==> config.mk <==
export PLATFORM = sky130hd
export DESIGN_NAME = vga_timing_counter
export DESIGN_NICKNAME = d
export VERILOG_FILES = /design/src/rtl/vga_timing_counter.sv
export SDC_FILE = /design/constraint.sdc
export NUM_CORES = 1
export LEC_CHECK = 0
export ABC_AREA = 1
export CELL_PAD_IN_SITES_DETAIL_PLACEMENT = 1
export CELL_PAD_IN_SITES_GLOBAL_PLACEMENT = 1
export CORE_ASPECT_RATIO = 0.75
export CORE_UTILIZATION = 30
export CTS_CLUSTER_SIZE = 16
export DETAILED_ROUTE_END_ITERATION = 8
export GPL_TIMING_DRIVEN = 0
export PLACE_DENSITY = 0.75
export SYNTH_ARGS = -nofsm -noshare
export SYNTH_HDL_FRONTEND = slang
export SYNTH_SLANG_ARGS = --single-unit
==> constraint.sdc <==
create_clock -name clk -period 2.9 [get_ports clk]
set_clock_uncertainty 0.1 [all_clocks]
set_input_delay 0.58 -clock clk [delete_from_list [all_inputs] [get_ports clk]]
set_output_delay 0.58 -clock clk [all_outputs]
set_load 0.05 [all_outputs]
==> src/rtl/vga_timing_counter.sv <==
// vga_timing_counter: free-running horizontal/vertical raster counters with
// zero-latency decodes of the visible window.
//
// Ports:
//   clk          single system clock, all state on the rising edge
//   reset        asynchronous, active-high; clears both counters
//   enable       counting enable; low freezes the counters
//   H_counter    horizontal clock count, 0..H_TOTAL-1
//   V_counter    line count, 0..V_TOTAL-1
//   line_end     high while H_counter is on the last clock of a line
//   frame_end    high while on the last clock of the last line
//   pixel_tick   one-clock strobe at the start of each visible pixel (gated by enable)
//   pixel_x      visible column, 0 outside the window
//   pixel_y      visible row, 0 outside the window
//   in_display   high when both counters are inside the visible window
module vga_timing_counter #(
    parameter int unsigned H_TOTAL      = 3200,
    parameter int unsigned V_TOTAL      = 521,
    parameter int unsigned H_DISP_START = 575,
    parameter int unsigned H_DISP_END   = 3134,
    parameter int unsigned V_DISP_START = 31,
    parameter int unsigned V_DISP_END   = 510
) (
    input  logic        clk,
    input  logic        reset,
    input  logic        enable,
    output logic [11:0] H_counter,
    output logic [9:0]  V_counter,
    output logic        line_end,
    output logic        frame_end,
    output logic        pixel_tick,
    output logic [9:0]  pixel_x,
    output logic [8:0]  pixel_y,
    output logic        in_display
);

    logic        h_wrap;
    logic        v_wrap;
    logic        h_vis;
    logic        v_vis;
    logic [11:0] h_off;

    // Wrap tests use >= so an out-of-range value recovers on the next enabled edge.
    assign h_wrap = (H_counter >= 12'(H_TOTAL - 1));
    assign v_wrap = (V_counter >= 10'(V_TOTAL - 1));

    // Raster counters.
    always_ff @(posedge clk or posedge reset) begin
        if (reset) begin
            H_counter <= 12'd0;
            V_counter <= 10'd0;
        end else if (enable) begin
            if (h_wrap) begin
                H_counter <= 12'd0;
                if (v_wrap) begin
                    V_counter <= 10'd0;
                end else begin
                    V_counter <= V_counter + 10'd1;
                end
            end else begin
                H_counter <= H_counter + 12'd1;
            end
        end
    end

    // Window and position decodes, combinational from the counter registers.
    assign h_vis = (H_counter >= 12'(H_DISP_START)) && (H_counter <= 12'(H_DISP_END));
    assign v_vis = (V_counter >= 10'(V_DISP_START)) && (V_counter <= 10'(V_DISP_END));
    assign h_off = H_counter - 12'(H_DISP_START);

    assign line_end   = (H_counter == 12'(H_TOTAL - 1));
    assign frame_end  = line_end && (V_counter == 10'(V_TOTAL - 1));
    assign in_display = h_vis && v_vis;

    // Each pixel spans four clocks; strobe on the first of the four.
    assign pixel_tick = in_display && enable && (h_off[1:0] == 2'b00);
    assign pixel_x    = in_display ? h_off[11:2] : 10'd0;
    assign pixel_y    = in_display ? 9'(V_counter - 10'(V_DISP_START)) : 9'd0;

endmodule

## Word-level counts from Yosys, hierarchy flattened

Cells that the tools add are included.

| storage, ports and cells | value |
|---|---|
| word-level logic and storage cells | 26 |
| input port bits | 3 |
| register bits | 22 |

| operators by class | value |
|---|---|
| reduce and logical (&&, ||, !) cells | 8 |
| muxes and demuxes | 4 |
| order comparisons | 6 |
| equal/unequal tests | 2 |
| add/subtract/negate cells | 4 |

Operators with widths:

| operator | count |
|---|---|
| $mux 10 | 2 |
| $add 12x1->12 const B | 1 |
| $eq 12x12->1 const B | 1 |
| $ge 12x10->1 const B | 1 |
| $ge 12x12->1 const B | 1 |
| $le 12x12->1 const B | 1 |
| $mux 12 | 1 |
| $sub 12x10->12 const B | 1 |
| $add 10x1->10 const B | 1 |
| $eq 10x10->1 const B | 1 |
| $ge 10x10->1 const B | 1 |
| $ge 10x5->1 const B | 1 |
| $le 10x9->1 const B | 1 |
| $mux 9 | 1 |
| $sub 9x5->9 const B | 1 |
| $logic_and 1x1->1 | 6 |
| $logic_not 2->1 | 1 |
| $reduce_and 2->1 | 1 |

## Logic depth before layout (Yosys ltp)

Gate-level depths: netlist (run 1).

| depth | value |
|---|---|
| depth in word-level cells | 5 |
| depth in mapped cells | 10 |
| depth with buffers taken out | 9 |

## Least setup slack after synthesis (run 1)

No wires, ideal clock.

| timing | value |
|---|---|
| kind | reg2out |
| start point | register H_counter[0] |
| end point | output frame_end |
| arrival | 2.887 ns |
| stages on the path, launching flop included | 6 |
| required time | 2.220 ns |
| buffers on the path | 0 |
| path slack | -0.667 ns |
| path through | dfrtp_1 > ha_1 > nand3_2 > nor2_4 > nand3_4 > nor4_1 |

| between the ends | value |
|---|---|
| word-level cells in the longest chain between the ends | 2 |

Ends and longest elaborated chain:

| what | RTL line | source |
|---|---|---|
| start, declared | 27 | `output logic [11:0] H_counter,` |
| start signal, assigned | 61 | `H_counter <= H_counter + 12'd1;` |
| $eq 12x12->1 | 71 | `assign line_end = (H_counter == 12'(H_TOTAL - 1));` |
| $logic_and 1x1->1 | 72 | `assign frame_end = line_end && (V_counter == 10'(V_TOTAL - 1));` |
| end, declared | 30 | `output logic frame_end,` |

No other way between the ends.

## Worst setup path after layout (run 1)

| timing | value |
|---|---|
| start point | register H_counter[0] |
| end point | output pixel_x[4] |

| between the ends | value |
|---|---|
| word-level cells in the longest chain between the ends | 4 |

Ends and longest elaborated chain:

| what | RTL line | source |
|---|---|---|
| $ge 12x10->1 or $le 12x12->1 (tied branches) | 67 | `assign h_vis = (H_counter >= 12'(H_DISP_START)) && (H_counter <= 12'(H_DISP_END));` |
| $logic_and 1x1->1 | 67 |  |
| $logic_and 1x1->1 | 73 | `assign in_display = h_vis && v_vis;` |
| $mux 10 (*) | 77 | `assign pixel_x = in_display ? h_off[11:2] : 10'd0;` |
| end, declared | 32 | `output logic [9:0] pixel_x,` |

Mark *: on every way between the ends. The rest lies on a longest branch, timed or not.

==> out/metrics.cfg, run 1 <==
[outcome]
status = complete, no violations

[clock_tree]
cts_max_path_buffers = 2
worstSkewPairLatency_ns = 0.28
hold_buffers = 0
numCtsBuffers = 3
cts.sinks = 22
path_clk_slew_ns = 0.10
htreeDepth = 1
cts-root-buf = clkbuf_8
cts_tree = built

[yosys]
yosysUniqueCellTypes = 27
yosys_warnings = 0
ys_top_cells_by_area = dfrtp_1, nand2_1, nor2_1
synth.avg_cell_area_um2 = 6.723
syn_area_mm2 = 0.001802
synth_top_cell_area_share = 0.3056
synth_seq_cells = 22
seq_area_frac_synth = 0.3056
postSynthCellCount = 268
syn_nets = 275
synth_top_area_cell = dfrtp_1

[critical_path]
rrSetupSlack_ns = 1.02
crit_fanout = 10
start_kind = register
worstPathRequired_ns = 2.22
path_class = register to output port
r2r-start = H_counter[0]$_DFFE_PP0P_
reg2reg_to = V_counter[3]$_DFFE_PP0P_
critPathCaptureType = output port
reg2reg_depth = 7
crit_arrival_ns = 2.08

[die]
io_pins = 48
die_x_um = 91.49
start_util = 0.3109
dieHeight_um = 69.12
rows = 24
core_region_area_mm2 = 0.005796
die-area_mm2 = 0.006323

[cells_and_area]
num_antenna_cells = 0
syn_to_final_growth_pct = 30.90
design_area_mm2 = 0.002359
fin_cells = 398
postLayoutCoreUtil = 0.4070
fin_nets = 328
drive_gt1_frac = 0.2188

[detailed_routing]
via_per_inst = 4.701
post_drt_wl_per_cell_um = 14.32
drc = 0
drt-pass1-iter-count = 4
dr_total_vias = 1871
wl_met1_mm = 2.935
ant_nets = 0
routed_wirelength_mm = 5.699
wl_met3_um = 201
drtIter0Drc = 59
dr.max_layer_used = met4
wl_met2_mm = 2.486

[pwr]
ir_drop_mv = 0.2765
p_leak_nw = 1.186
p_per_area_mw_per_mm2 = 691.9

[place]
place_inst = 393
dp_hpwl_mm = 4.379
placed_area_mm2 = 0.002376
routabilityCongestion = 0.8117
pre_cts_slack_ns = -0.2544
io_buffers = 47

[sta]
fin_ws_ns = 0.1361
rsz0062_at_grt = no
max_slew.worst_pin.slew_ns = 0.9670
period_minus_slack_ns = 2.764
maxSlewHeadroom = 0.3546
whs_ns = 0.4645
finalHoldViolCount = 0
finalSetupViolCount = 0
report.final.slew_viol_count = 0
max_freq_mhz = 361.8
finalCritPeriodShare = 0.9531

[global_route]
grt_pass1_vias = 1838
grt_max_degree = 23
overflow = 0
grt_pass1_wl_mm = 9.432
track_usage = 0.1908
grt_antenna_before_repair = 0

[run]
maxCapViolations = 0

[min_path]
holdCritPathClass = register to register
hold_depth = 1
holdPathEnd = H_counter[0]$_DFFE_PP0P_
hp-start = H_counter[0]$_DFFE_PP0P_

==> Yosys cell counts <==
master,n
nand2_2,3
nand2_4,3
o21ai_2,4
nor2_2,13
nor2_4,2
inv_2,3
nand3_1,15
nand3_2,2
and3_1,1
a21oi_2,1
o21ai_1,1
inv_1,39
o22ai_1,5
buf_6,4
xnor2_1,3
nand2_1,62
buf_2,2
nor2_1,45
ha_1,4
dfrtp_1,22
or2_1,1
xor2_1,8
a21oi_1,5
nor4_1,2
o21ai_0,12
nand3_4,1
nand4_1,5
==> cell usage in the layout (no fill, tap or decap), drive strengths merged, types with 8 or more instances in the layout <==
master and n:
buf 20, clkbuf 13, clkdlybuf4s50 24, dfrtp 22, inv 42, nand2 68, nand3 18, nor2 60
o21ai 17, xor2 8
==> repair_timing <==
item,in CTS,in global routing
resized for setup,108,15
setup buffers,0,1
setup endpoints to repair,23,21
==> through the flow <==
stage / TNS [ns] / total power (W)
after CTS: 0 / 0.001634
after floorplan: -0.7941 / 0.001108
after detailed placement: -3.975 / 0.001378
after global placement: -2.361 / 0.001349
after global routing: 0 / 0.001735
final: 0 / 0.001632
==> worst max path at each step <==
stage | start | endpoint | cells past startpoint
2_1_floorplan | H_counter[0]$_DFFE_PP0P_ | pixel_x[7] | 10
3_3_place_gp | H_counter[0]$_DFFE_PP0P_ | pixel_y[3] | 11
3_5_place_dp | H_counter[0]$_DFFE_PP0P_ | pixel_y[3] | 11
4_1_cts | H_counter[1]$_DFFE_PP0P_ | frame_end | 6
5_1_grt | H_counter[0]$_DFFE_PP0P_ | pixel_y[8] | 11
6_report | H_counter[0]$_DFFE_PP0P_ | pixel_x[4] | 11
==> kinds of logic (layout without fill, tap and decap cells) <==
| kind of cell | count (synthesis) | count (layout) | share of synthesized area |
|---|---|---|---|
| xor+xnor | 11 | 11 | 0.05348 |
| simple gates | 155 | 155 | 0.4035 |
| fa+ha+maj | 4 | 4 | 0.02778 |
| buf+inv | 48 | 100 | 0.1181 |
| compound gates | 28 | 28 | 0.09166 |
| flops | 22 | 22 | 0.3056 |
==> registers in the layout (all words and copies together), names as in the netlist <==
register / count
H_counter: 12
V_counter: 10
==> cell type report <==
class	count	area, µm²
fillers	733	3437
multi-input cells	198	1047
flip-flops and latches	22	554.3
repair buffers	48	391.6
inverters	42	157.7
well taps	78	97.59
clock buffers	4	55.05
plain buffers	6	55.05
==> critical path: stages, from the launching register on <==
cell,delay (ns)
dfrtp_2,0.43
ha_2,0.25
inv_1,0.06
nor2_1,0.09
nand2_1,0.10
nand2_1,0.07
nand2_1,0.09
nand2_2,0.10
nand3_2,0.10
buf_6,0.18
nor2_2,0.08
buf_2,0.26
==> per-layer routing <==
layer | track usage | vias up
li1 | - | 937
met1 | 0.2799 | 896
met2 | 0.2932 | 32
met3 | 0.02980 | 6
met4 | 0.04233 | 0
met5 | 0 | -
==> power by group <==
group	total [W]	switching [W]	internal, W
Combinational	0.000884	0.000596	0.000288
Sequential	0.000506	0.000120	0.000386
Clock	0.000242	0.000120	0.000122
Note: power is estimated with default switching activity, not from simulation.
==> run 2: changes to the inputs <==
- CORE_MARGIN: default -> 1.5
- GPL_TIMING_DRIVEN: 0 -> 1
- PLACE_DENSITY: 0.75 -> 0.78
- clock period: 2.9 -> 2.4 ns (I/O delays scaled with it)
==> out/metrics.cfg, run 2 (synthesis gave the netlist of run 1 again) <==
[outcome]
status = finished with violations
violations = setup timing

[pwr]
p_per_area_mw_per_mm2 = 719.2
p_leak_nw = 1.468
ir_drop_mv = 0.4781

[cells_and_area]
regMostFlops = H_counter
layout_common_cells = nand2_1, buf_4, nor2_4
postLayoutCoreUtil = 0.5794
fin_nets = 364
largestRegisters = H_counter (12), V_counter (10)
mostFrequentLayoutCell = nand2_1
num_antenna_cells = 0
largest_reg_flops = 12
drive_gt1_frac = 0.4845
seq_area_um2 = 571.8
syn_to_final_growth_pct = 86.39
multi_input_area_mm2 = 0.001385
filler_cell_count = 677

[critical_path]
crit_start = H_counter[0]$_DFFE_PP0P_
worstPathRequired_ns = 1.82
cp-endpoint = pixel_x[7]
path_class = register to output port
crit_arrival_ns = 2.00
critPathCaptureType = output port
reg2reg_to = V_counter[3]$_DFFE_PP0P_
reg2reg_depth = 9
r2r-start = H_counter[1]$_DFFE_PP0P_
crit_fanout = 5
rrSetupSlack_ns = 0.29
start_kind = register

[die]
core_region_area_mm2 = 0.005796
start_util = 0.3109
rows = 24
io_pins = 48
dieHeight_um = 70.12
die-area_mm2 = 0.006485
die_x_um = 92.49

[sta]
rsz0062_at_grt = yes
max_freq_mhz = 388.2
finalSetupViolCount = 22
final.setup.tns_ns = -2.916
finalCritPeriodShare = 1.073
maxSlewHeadroom = 0.6430
whs_ns = 0.4545
finalHoldViolCount = 0
max_slew.worst_pin.slew_ns = 0.5339
fin_ws_ns = -0.1757
report.final.slew_viol_count = 0
period_minus_slack_ns = 2.576

[clock_tree]
hold_buffers = 0
htreeDepth = 1
numCtsBuffers = 3
path_clk_slew_ns = 0.09
cts_max_path_buffers = 2
cts_tree = built
cts-root-buf = clkbuf_8
cts.sinks = 22
worstSkewPairLatency_ns = 0.27

[global_route]
grt_pass1_wl_mm = 11.45
grt_pass1_vias = 2199
grt_max_degree = 23
track_usage = 0.2249
overflow = 0
grt_antenna_before_repair = 0

[detailed_routing]
dr_total_vias = 2218
via_per_inst = 5.122
drc = 0
post_drt_wl_per_cell_um = 19.63
ant_nets = 0
drtIter0Drc = 92
drt-pass1-iter-count = 4
routed_wirelength_mm = 8.501

[place]
io_buffers = 47
dp_hpwl_mm = 4.775
routabilityCongestion = 0.8573
pre_cts_slack_ns = 0.1004

[run]
maxCapViolations = 0

[min_path]
holdCritPathClass = input pin to asynchronous set/reset pin

[run 2: cell types whose count changed in the layout (fill, tap and decap cells not counted), moves of 5 or more]
cell,change
inv_2,+9
nor2_2,-8
clkbuf_4,-7
nand2_1,-12
buf_12,+25
inv_1,-11
buf_4,+29
buf_2,-12
dfrtp_1,-14
nand2_2,+7
nor2_4,+28
nor2_1,-20
nand2_4,+5
dfrtp_2,+14
[run 2: worst min path at each step]
stage                                         from                         to  slack (ns)  depth (start not counted)
after floorplan                              reset  H_counter[11]$_DFFE_PP0P_        0.37                          1
after global placement    H_counter[0]$_DFFE_PP0P_   H_counter[0]$_DFFE_PP0P_        0.42                          1
after detailed placement  H_counter[0]$_DFFE_PP0P_   H_counter[0]$_DFFE_PP0P_        0.44                          1
after CTS                                    reset   V_counter[2]$_DFFE_PP0P_        0.48                          3
after global routing                         reset   H_counter[2]$_DFFE_PP0P_        0.50                          3
final                                        reset   H_counter[2]$_DFFE_PP0P_        0.45                          3
[run 2: area by class of cell]
type                    count  area share
clock buffers               3     0.01230
inverters                  42     0.04881
multi-input cells         198      0.4124
flip-flops and latches     22      0.1703
well taps                  78     0.02906
repair buffers             90      0.3271
[run 2: metal layers]
metal | GRT usage | part of all wire | routed length (µm)
met5 | 0 | 0 | 0
met4 | 0.03590 | 0.027 | 233
met3 | 0.03159 | 0.037 | 315
met2 | 0.3758 | 0.50 | 4277
met1 | 0.3127 | 0.43 | 3674
[run 2: what timing repair did]
action | 4_1_cts | 5_1_grt
setup buffers | 15 | 14
hold endpoints to repair | 0 | 0
cloned | 1 | 0
gates resized for setup | 24 | 58
endpoints found under the setup margin | 22 | 23
pin swaps | 11 | 29
[run 2: per-stage QoR]
step / power [W] / cell area (µm²) / std cells
after floorplan: 0.001400 / 1948 / 268
after CTS: 0.002145 / 3067 / 419
final: 0.002415 / 3358 / 433
after global routing: 0.002523 / 3358 / 433
after global placement: 0.001745 / 2801 / 400
after detailed placement: 0.001776 / 2801 / 400
[run 2: power by group]
| group | internal [W] | leakage, nW | switching, W |
|---|---|---|---|
| clock network | 0.000112 | 0.0216 | 0.000132 |
| logic | 0.000526 | 1.18 | 0.00101 |
| registers | 0.000478 | 0.269 | 0.000156 |
| total | 0.00112 | 1.47 | 0.00130 |
[run 2: worst max-delay path, cell delays in order (launching register included)]
cell and delay, ns:
dfrtp_2 0.47, inv_2 0.08, ha_4 0.13, inv_2 0.05
nor2_2 0.13, nand3_2 0.09, nand2_2 0.11, nand3_4 0.09
buf_6 0.14, buf_16 0.14, nor2_4 0.13, buf_12 0.15
==> run 3: changes to the inputs <==
- CAP_MARGIN: default -> 20
- CORE_ASPECT_RATIO: 0.75 -> default
==> out/metrics.cfg, run 3 (synthesis gave the netlist of run 1 again) <==
[outcome]
status = finished with violations
violations = setup timing

[clock_tree]
cts_max_path_buffers = 2
numCtsBuffers = 3
cts-root-buf = clkbuf_8
worstSkewPairLatency_ns = 0.28
cts_tree = built
cts.sinks = 22
path_clk_slew_ns = 0.09
htreeDepth = 1

[cells_and_area]
seq_area_um2 = 563.0
regMostFlops = H_counter
fin_cells = 439
syn_to_final_growth_pct = 85.63
mostFrequentLayoutCell = nand2_1
drive_gt1_frac = 0.4451
fin_nets = 372
postLayoutCoreUtil = 0.5716
largestRegisters = H_counter (12), V_counter (10)
design_area_mm2 = 0.003344
largest_reg_flops = 12
num_antenna_cells = 0
layout_common_cells = nand2_1, buf_4, nor2_1, inv_1
multi_input_area_mm2 = 0.001320
filler_cell_count = 687

[sta]
report.final.slew_viol_count = 0
fin_ws_ns = -0.1426
finalHoldViolCount = 0
rsz0062_at_grt = yes
max_freq_mhz = 393.3
finalCritPeriodShare = 1.059
finalSetupViolCount = 22
max_slew.worst_pin.slew_ns = 0.5227
maxSlewHeadroom = 0.6504
period_minus_slack_ns = 2.543

[critical_path]
crit_fanout = 7
critPathCaptureType = output port
worstPathRequired_ns = 1.82
rrSetupSlack_ns = 0.39
start_kind = register
path_class = register to output port
crit_arrival_ns = 1.96

[die]
die-area_mm2 = 0.006479
io_pins = 48
rows = 28
start_util = 0.3080
dieHeight_um = 80.50
die_x_um = 80.50
core_region_area_mm2 = 0.005851

[detailed_routing]
post_drt_wl_per_cell_um = 16.38
drc = 0
drtIter0Drc = 88
via_per_inst = 4.827
dr_total_vias = 2119
ant_nets = 0
drt-pass1-iter-count = 4
routed_wirelength_mm = 7.193

[pwr]
ir_drop_mv = 0.5158
p_leak_nw = 1.514
p_per_area_mw_per_mm2 = 726.2
design_power_total_w = 0.002429

[global_route]
overflow = 0
grt_pass1_wl_mm = 11.28
grt_max_degree = 23
track_usage = 0.2275
grt_antenna_before_repair = 0
grt_pass1_vias = 2339

[place]
place_inst = 400
placed_area_mm2 = 0.002808
pre_cts_slack_ns = 0.07054
dp_hpwl_mm = 4.640
routabilityCongestion = 0.8432
io_buffers = 47

[min_path]
holdCritPathClass = input pin to asynchronous set/reset pin

[run]
maxCapViolations = 0

run 3: changes by cell type in the layout (fill, tap and decap cells not counted), moves of 2 or more:
cell	change
nand2_1	+2
nor2_4	-5
dfrtp_1	+7
dfrtp_2	-7
buf_4	+10
buf_6	-2
inv_1	+2
nand2_4	-2
nor2_1	+5
run 3: layout make-up:
type,instances,area share
clock buffers,4,0.01646
well taps,75,0.02806
repair buffers,98,0.3442
multi-input cells,198,0.3947
inverters,42,0.04826
flip-flops and latches,22,0.1684
run 3: per-layer routing:
metal  GRT usage  part of all wire  vias up
met3     0.02614             0.025        9
met2      0.4529              0.58       47
met5           0                 0        -
met1      0.2502              0.38     1037
li1            -                 -     1026
met4     0.05690             0.017        0
run 3: final timing paths:
kind,end,from,cells after the start
setup reg to reg,H_counter[6]$_DFFE_PP0P_,H_counter[0]$_DFFE_PP0P_,11
hold reg to reg,V_counter[8]$_DFFE_PP0P_,V_counter[8]$_DFFE_PP0P_,2
setup / recovery,pixel_y[4],H_counter[9]$_DFFE_PP0P_,9
max in group asynchronous,H_counter[10]$_DFFE_PP0P_,reset,3
min in group clk,V_counter[8]$_DFFE_PP0P_,V_counter[8]$_DFFE_PP0P_,2
hold / removal,H_counter[1]$_DFFE_PP0P_,reset,3
run 3: report_power, final:
part / internal (W) / leakage [nW] / switching, W
registers: 0.000472 / 0.279 / 0.000122
clock network: 0.000147 / 0.0288 / 0.000143
logic: 0.000572 / 1.21 / 0.000973
run 3: through the flow:
stage,hold slack [ns],TNS (ns)
after floorplan,0.3687,0
after global placement,0.4186,0
after detailed placement,0.4365,0
after CTS,0.4587,-0.7843
after global routing,0.5149,-5.123
final,0.4817,-2.581
run 3: timing repair:
action	CTS	global route
pin swaps	20	15
setup buffers	26	8
hold buffers	0	0
gates resized for setup	43	15
endpoints found under the setup margin	22	23
cloned	1	0
run 3: critical path: stages (launching register included):
cell	delay (ns)
dfrtp_1	0.39
inv_2	0.13
nand2_4	0.09
o21ai_0	0.25
nand2_1	0.11
nand2_2	0.10
nand3_4	0.16
buf_12	0.20
nor2_4	0.11
buf_12	0.14
